$ cat src/rtl/reel_display.sv
// ----------------------------------------------------------------------------
// reel_display
//
// Display-side consumer of the slot-machine engine. Each accepted spin makes
// the three reels cycle through symbol codes. The reels then stop one at a
// time from left to right, and each reel latches its final code from the
// engine's symbol bus as it stops. A free-running scanner time-multiplexes
// the three reel values onto a single symbol output. The win indicator stays
// dark while an animation is running, so the result is never shown early.
//
// Optional feature (macro WIN_BLINK_EN):
//   defined   : win_led = win & win_blink while idle (flashing indicator)
//   undefined : win_led = win while idle (steady indicator), win_blink unused
//
// Ports:
//   clk         system clock
//   rst_n       asynchronous active-low reset
//   spin_start  single-cycle pulse, spin accepted by the engine
//   symbols     final symbols, reel i = symbols[4i+3:4i]
//   win         engine win flag
//   win_blink   engine win blink toggle
//   busy        high while the animation runs (SPIN or DONE)
//   anim_done   single-cycle pulse once all reels have stopped
//   disp_sel    one-hot display position select (bit i = reel i)
//   disp_sym    symbol code for the selected position
//   win_led     win indicator
// ----------------------------------------------------------------------------
module reel_display #(
    parameter int NUM_SYMBOLS   = 7,
    parameter int STEP_CLKS     = 250000,
    parameter int SPIN_STEPS    = 16,
    parameter int STAGGER_STEPS = 8,
    parameter int SCAN_CLKS     = 4096
) (
    input  logic        clk,
    input  logic        rst_n,
    input  logic        spin_start,
    input  logic [11:0] symbols,
    input  logic        win,
    input  logic        win_blink,
    output logic        busy,
    output logic        anim_done,
    output logic [2:0]  disp_sel,
    output logic [3:0]  disp_sym,
    output logic        win_led
);

    localparam int STEP_W = (STEP_CLKS > 1) ? $clog2(STEP_CLKS) : 1;
    localparam int CNT_W  = $clog2(SPIN_STEPS + 2 * STAGGER_STEPS + 1);
    localparam int SCAN_W = (SCAN_CLKS > 1) ? $clog2(SCAN_CLKS) : 1;

    localparam logic [1:0] ST_IDLE = 2'd0;
    localparam logic [1:0] ST_SPIN = 2'd1;
    localparam logic [1:0] ST_DONE = 2'd2;

    // Step counts at which each reel stops.
    localparam logic [CNT_W-1:0] STOP0 = CNT_W'(SPIN_STEPS);
    localparam logic [CNT_W-1:0] STOP1 = CNT_W'(SPIN_STEPS + STAGGER_STEPS);
    localparam logic [CNT_W-1:0] STOP2 = CNT_W'(SPIN_STEPS + 2 * STAGGER_STEPS);

    logic [1:0]        state_r, state_nxt_s;
    logic [STEP_W-1:0] presc_r, presc_nxt_s;
    logic [CNT_W-1:0]  step_r, step_nxt_s, step_inc_s;
    logic [3:0]        reel0_r, reel1_r, reel2_r;
    logic [3:0]        reel0_nxt_s, reel1_nxt_s, reel2_nxt_s;
    logic              tick_s;
    logic              done_nxt_s;
    logic              win_led_nxt_s;
    logic [SCAN_W-1:0] scan_cnt_r, scan_cnt_nxt_s;
    logic              scan_tc_s;
    logic [2:0]        sel_nxt_s;
    logic [3:0]        sym_nxt_s;

    // Next animation frame: count up, wrapping the top code back to zero.
    function automatic logic [3:0] advance(input logic [3:0] v);
        if (v >= 4'(NUM_SYMBOLS - 1)) begin
            return 4'd0;
        end else begin
            return v + 4'd1;
        end
    endfunction

    // Reel update on a tick: a running reel either advances or latches its
    // final code. A reel that has already stopped keeps its value.
    function automatic logic [3:0] reel_step(
        input logic [3:0]       cur,
        input logic [CNT_W-1:0] step_now,
        input logic [CNT_W-1:0] step_new,
        input logic [CNT_W-1:0] stop_at,
        input logic [3:0]       final_sym
    );
        if (step_now >= stop_at) begin
            return cur;
        end else if (step_new == stop_at) begin
            return final_sym;
        end else begin
            return advance(cur);
        end
    endfunction

    assign tick_s     = (state_r == ST_SPIN) && (presc_r == STEP_W'(STEP_CLKS - 1));
    assign step_inc_s = step_r + CNT_W'(1);

    // Animation state machine, prescaler, step counter and reel values.
    always_comb begin
        state_nxt_s = state_r;
        presc_nxt_s = presc_r;
        step_nxt_s  = step_r;
        reel0_nxt_s = reel0_r;
        reel1_nxt_s = reel1_r;
        reel2_nxt_s = reel2_r;
        done_nxt_s  = 1'b0;
        case (state_r)
            ST_IDLE: begin
                if (spin_start) begin
                    state_nxt_s = ST_SPIN;
                    presc_nxt_s = '0;
                    step_nxt_s  = '0;
                    reel0_nxt_s = 4'd0;
                    reel1_nxt_s = 4'd2;
                    reel2_nxt_s = 4'd4;
                end else begin
                    state_nxt_s = ST_IDLE;
                end
            end
            ST_SPIN: begin
                // A spin_start that arrives here is ignored: nothing in this
                // branch looks at it.
                if (tick_s) begin
                    presc_nxt_s = '0;
                    step_nxt_s  = step_inc_s;
                    reel0_nxt_s = reel_step(reel0_r, step_r, step_inc_s, STOP0, symbols[3:0]);
                    reel1_nxt_s = reel_step(reel1_r, step_r, step_inc_s, STOP1, symbols[7:4]);
                    reel2_nxt_s = reel_step(reel2_r, step_r, step_inc_s, STOP2, symbols[11:8]);
                    if (step_inc_s == STOP2) begin
                        state_nxt_s = ST_DONE;
                        done_nxt_s  = 1'b1;
                    end else begin
                        state_nxt_s = ST_SPIN;
                    end
                end else begin
                    presc_nxt_s = presc_r + STEP_W'(1);
                end
            end
            ST_DONE: begin
                state_nxt_s = ST_IDLE;
            end
            default: begin
                state_nxt_s = ST_IDLE;
            end
        endcase
    end

    // Win indicator. It is derived from the next state so that it lights on
    // the same edge on which the machine returns to idle.
`ifdef WIN_BLINK_EN
    always_comb begin
        win_led_nxt_s = win && win_blink && (state_nxt_s == ST_IDLE);
    end
`else
    logic unused_blink_s;
    assign unused_blink_s = win_blink;

    always_comb begin
        win_led_nxt_s = win && (state_nxt_s == ST_IDLE);
    end
`endif

    // Display scanner. The symbol is taken from the position that is about to
    // be selected, using the reel values being written on the same edge, so
    // that disp_sel and disp_sym always refer to the same reel.
    always_comb begin
        scan_tc_s = (scan_cnt_r == SCAN_W'(SCAN_CLKS - 1));
        if (scan_tc_s) begin
            scan_cnt_nxt_s = '0;
            sel_nxt_s      = {disp_sel[1:0], disp_sel[2]};
        end else begin
            scan_cnt_nxt_s = scan_cnt_r + SCAN_W'(1);
            sel_nxt_s      = disp_sel;
        end
        case (sel_nxt_s)
            3'b001:  sym_nxt_s = reel0_nxt_s;
            3'b010:  sym_nxt_s = reel1_nxt_s;
            3'b100:  sym_nxt_s = reel2_nxt_s;
            default: sym_nxt_s = 4'd0;
        endcase
    end

    // State and output registers.
    always_ff @(posedge clk or negedge rst_n) begin
        if (!rst_n) begin
            state_r    <= ST_IDLE;
            presc_r    <= '0;
            step_r     <= '0;
            reel0_r    <= 4'd0;
            reel1_r    <= 4'd0;
            reel2_r    <= 4'd0;
            busy       <= 1'b0;
            anim_done  <= 1'b0;
            win_led    <= 1'b0;
            scan_cnt_r <= '0;
            disp_sel   <= 3'b001;
            disp_sym   <= 4'd0;
        end else begin
            state_r    <= state_nxt_s;
            presc_r    <= presc_nxt_s;
            step_r     <= step_nxt_s;
            reel0_r    <= reel0_nxt_s;
            reel1_r    <= reel1_nxt_s;
            reel2_r    <= reel2_nxt_s;
            busy       <= (state_nxt_s != ST_IDLE);
            anim_done  <= done_nxt_s;
            win_led    <= win_led_nxt_s;
            scan_cnt_r <= scan_cnt_nxt_s;
            disp_sel   <= sel_nxt_s;
            disp_sym   <= sym_nxt_s;
        end
    end

endmodule
$ cat config.mk
export PLATFORM = sky130hd
export DESIGN_NAME = reel_display
export DESIGN_NICKNAME = d
export VERILOG_FILES = /design/src/rtl/reel_display.sv
export SDC_FILE = /design/constraint.sdc
export NUM_CORES = 1
export LEC_CHECK = 0
export CAP_MARGIN = 20
export CORE_MARGIN = 2
export CORE_UTILIZATION = 55
export CTS_BUF_LIST = sky130_fd_sc_hd__clkbuf_16
export DETAILED_ROUTE_END_ITERATION = 16
export GPL_TIMING_DRIVEN = 0
export PLACE_DENSITY = 0.75
export SYNTH_ARGS = -nofsm -noshare
export SYNTH_HDL_FRONTEND = slang
export SYNTH_SLANG_ARGS = --single-unit
$ cat constraint.sdc
create_clock -name clk -period 3.9 [get_ports clk]
set_clock_uncertainty 0.1 [all_clocks]
set_input_delay 1.17 -clock clk [delete_from_list [all_inputs] [get_ports clk]]
set_output_delay 1.17 -clock clk [all_outputs]
set_load 0.01 [all_outputs]
==> qor.csv <==
stage,metric,value,unit
timing,worstMarginPinSlew,0.771,ns
finish,layout-drive-gt1-share,12.1,%
synth,synthesis.area,3350,µm²
worst_setup_path,cp.required,4.01,ns
placement,dpl.hpwl,5170,µm
worst_setup_path,worstSetupStartpointType,input port,
timing,finalHoldViolCount,0,
grt,overflow,0,
drt,first_pass_iters,4,
power_and_ir_drop,power_density,446,nW/µm²
finish,final_area,4000,µm²
power_and_ir_drop,vdd_drop_max,0.000395,V
synth,synth-seq-cells,60,
grt,grt_start_max_net_pins,34,
clock_network,numCtsBuffers,9,
grt,grt_pass1_vias,2792,
synth,syn_inst,347,
synth,synth_compound_gate_area_share,16.6,%
floorplan,boundaryPins,27,
clock_network,cts_tree,yes,
drt,wl_met2,3580,µm
drt,top_layer_used,met4,
worst_setup_path,crit_path_max_fanout,9,
worst_setup_path,critPathTopFamily,buffers and inverters,
worst_setup_path,path_class,input port to register,
clock_network,clock-sinks,60,
synth,synth_xor_area_share,4.45,%
worst_setup_path,critPathArrivalTime,3.17,ns
drt,vias,2809,
synth,ys_types,61,
finish,layout_common_cells,"dfrtp_1, o21ai_0, nand2_1",
finish,nFillCells,484,
flow_run,cap_violations,0,
clock_network,clock_latency,0.32,ns
synth,seq_area_frac_synth,44.9,%
synth,synthSimpleGateAreaFrac,23.5,%
worst_hold_path,min_path_type,register to register,
finish,n_antenna_cell,0,
synth,ys_async_sr_fraction,100,%
timing,slew_viol_final,0,
timing,setup_tns,0,ns
synth,syn_area_per_cell,9.65,µm²
worst_setup_path,worst-path-buf-inv,3,
drt,via_per_inst,6.05,
timing,fin_crit_sh,78.6,%
clock_network,cts_max_path_buffers,2,
synth,synth_edf_count,0,
clock_network,cts-root-buf,clkbuf_16,
outcome,status,"finished, final reports clean",
floorplan,start_util,56.9,%
synth,yosys_warnings,0,
synth,synth_adder_area_share,3.74,%
drt,drtAntennaViolNets,0,
floorplan,dieHeight,82.0,µm
synth,syn_nets,374,
timing,rsz0062_at_grt,no,
floorplan,core.rowCount,28,
worst_setup_path,cp_slowest_cell,clkdlybuf4s50_1,
worst_setup_path,end_kind,register,
placement,pre_cts_slack,0.518,ns
finish,fin_nets,411,
synth,ys.flop_type,dfrtp_1,
placement,dpl_cell_area,3710,µm²
timing,min_period,3.06,ns
drt,drt_iter0_markers,199,
finish,multi_input_area,1740,µm²
timing,relSlewSlack,48.1,%
drt,drc,0,
drt,dr_wl_met3,299,µm
clock_network,cts.htree.levels,3,
grt,antenna_found_initial,0,
finish,area_growth,19.5,%
drt,m1WireLength,3640,µm
clock_network,post-cts-setup-buffers,0,
drt,wl_per_cell,16.4,µm
clock_network,postCtsResizedCells,0,
drt,drt_wl_total,7620,µm
finish,final-seq-area,1500,µm²
placement,portBuffers,25,
clock_network,path_clk_slew,0.06,ns
timing,setup_violations,0,
power_and_ir_drop,p_leak,0.00167,µW
finish,layout_commonest_cell,dfrtp_1,
worst_setup_path,cpPeakStageDelay,0.48,ns
worst_setup_path,cp_cell_sequence,clkdlybuf4s50_1 -> nor2_1 -> or2_2 -> clkbuf_1 -> inv_1 -> o21ai_1 -> a32o_1 -> a221o_1,
floorplan,die_x,82.0,µm
grt,grt_usage,25.3,%
floorplan,dieArea,6730,µm²
placement,gp_congestion,0.913,
floorplan,core-area,5890,µm²
grt,grt_pass1_wl,12800,µm
timing,fmax,0.326,GHz
synth,synth_top_family_by_area,simple AND/OR/NAND/NOR gates,
timing,layout_setup_ws,0.836,ns
synth,synthMuxAreaShare,3.81,%
clock_network,cts_hold_buf,0,
-- where the power goes --
part           leakage (µW)  internal, µW  switching [µW]
clock network      0.000147           491             291
logic              0.000769           104             114
registers          0.000751           691            93.7
-- final timing paths --
kind	cells after the start	endpoint	slack (ns)	from
max	8	disp_sym[3]	0.84	spin_start
min	1	scan_cnt_r[10]	0.38	scan_cnt_r[10]
max reg2reg	7	disp_sym[0]	1.23	scan_cnt_r[0]
min reg2reg	1	scan_cnt_r[10]	0.38	scan_cnt_r[10]
max in group asynchronous	2	disp_sel[0]	2.25	rst_n
min in group asynchronous	1	reel1_r[0]	0.79	rst_n
-- kinds of logic (layout without fill, tap and decap cells) --
group / count (synthesis) / after routing
adders and majority gates: 10 / 10
muxes: 12 / 12
buffers and inverters: 23 / 65
and+or+nand+nor: 141 / 141
xor gates and xnor gates: 17 / 17
AOI/OAI and AO/OA: 84 / 84
DFF: 60 / 60
-- cells in the mapped netlist (all sizes together) (2+ instances only) --
library cell / count / area, µm²
dfrtp: 59 / 1480
nand3: 26 / 135
nand2b: 4 / 25.0
xor2: 5 / 43.8
and2: 3 / 18.8
o211ai: 3 / 22.5
or4: 2 / 18.8
or3b: 2 / 17.5
a2bb2oi: 2 / 17.5
a32o: 3 / 30.0
o21ai: 39 / 203
nor3b: 4 / 30.0
nor4: 4 / 31.3
xnor2: 12 / 105
or3: 5 / 36.3
nand3b: 2 / 15.0
and3: 6 / 37.5
nand4: 5 / 52.6
buf: 6 / 36.3
inv: 10 / 37.5
ha: 10 / 125
a31oi: 2 / 12.5
mux2i: 6 / 60.1
mux2: 6 / 67.6
nor2b: 6 / 37.5
o31ai: 11 / 82.6
nand2: 31 / 116
or2: 5 / 31.3
a21oi: 7 / 35.0
o21a: 2 / 15.0
a221o: 2 / 20.0
clkbuf: 7 / 27.5
nor2: 23 / 86.3
nor3: 8 / 40.0
nor4b: 2 / 32.5
o41ai: 4 / 35.0
-- cell type report --
cell class	instances	share of cell area, %
Buffer	13	1.59
Clock buffer	9	5.63
Clock inverter	7	1.72
Inverter	10	0.938
Multi-Input combinational cell	264	43.6
Sequential cell	60	37.6
Tap cell	75	2.35
Timing Repair Buffer	26	6.63
-- worst register-to-register path: cells and delay by family (launching register included) --
family / cells / cell delay, ns
AO/OA/AOI/OAI: 2 / 0.40
adder cells (fa/ha/maj): 1 / 0.29
flip-flops: 1 / 0.40
multiplexers: 1 / 0.46
AND/OR/NAND/NOR: 3 / 0.90
-- registers in the layout, summed over array words and instances (netlist names) --
register	flops
anim_done	1
busy	1
disp_sel	3
disp_sym	4
presc_r	18
reel0_r	4
reel1_r	4
reel2_r	4
scan_cnt_r	12
state_r	2
step_r	6
win_led	1
-- layer usage --
layer	global-route usage, %	up-vias
met2	41.0	75
met1	33.5	1382
li1	-	1342
met5	0	-
met4	9.00	0
met3	5.49	10
-- through the flow --
step	std cells	util [%]	total power [µW]	hold slack, ns
4_1_cts	464	68.0	1780	0.376
6_report	464	68.0	1780	0.380
5_1_grt	464	68.0	1870	0.401
3_3_place_gp	447	62.7	991	0.364
2_1_floorplan	347	-	926	0.345
3_5_place_dp	448	63.0	1000	0.366
(Power assumes the default switching activity.)
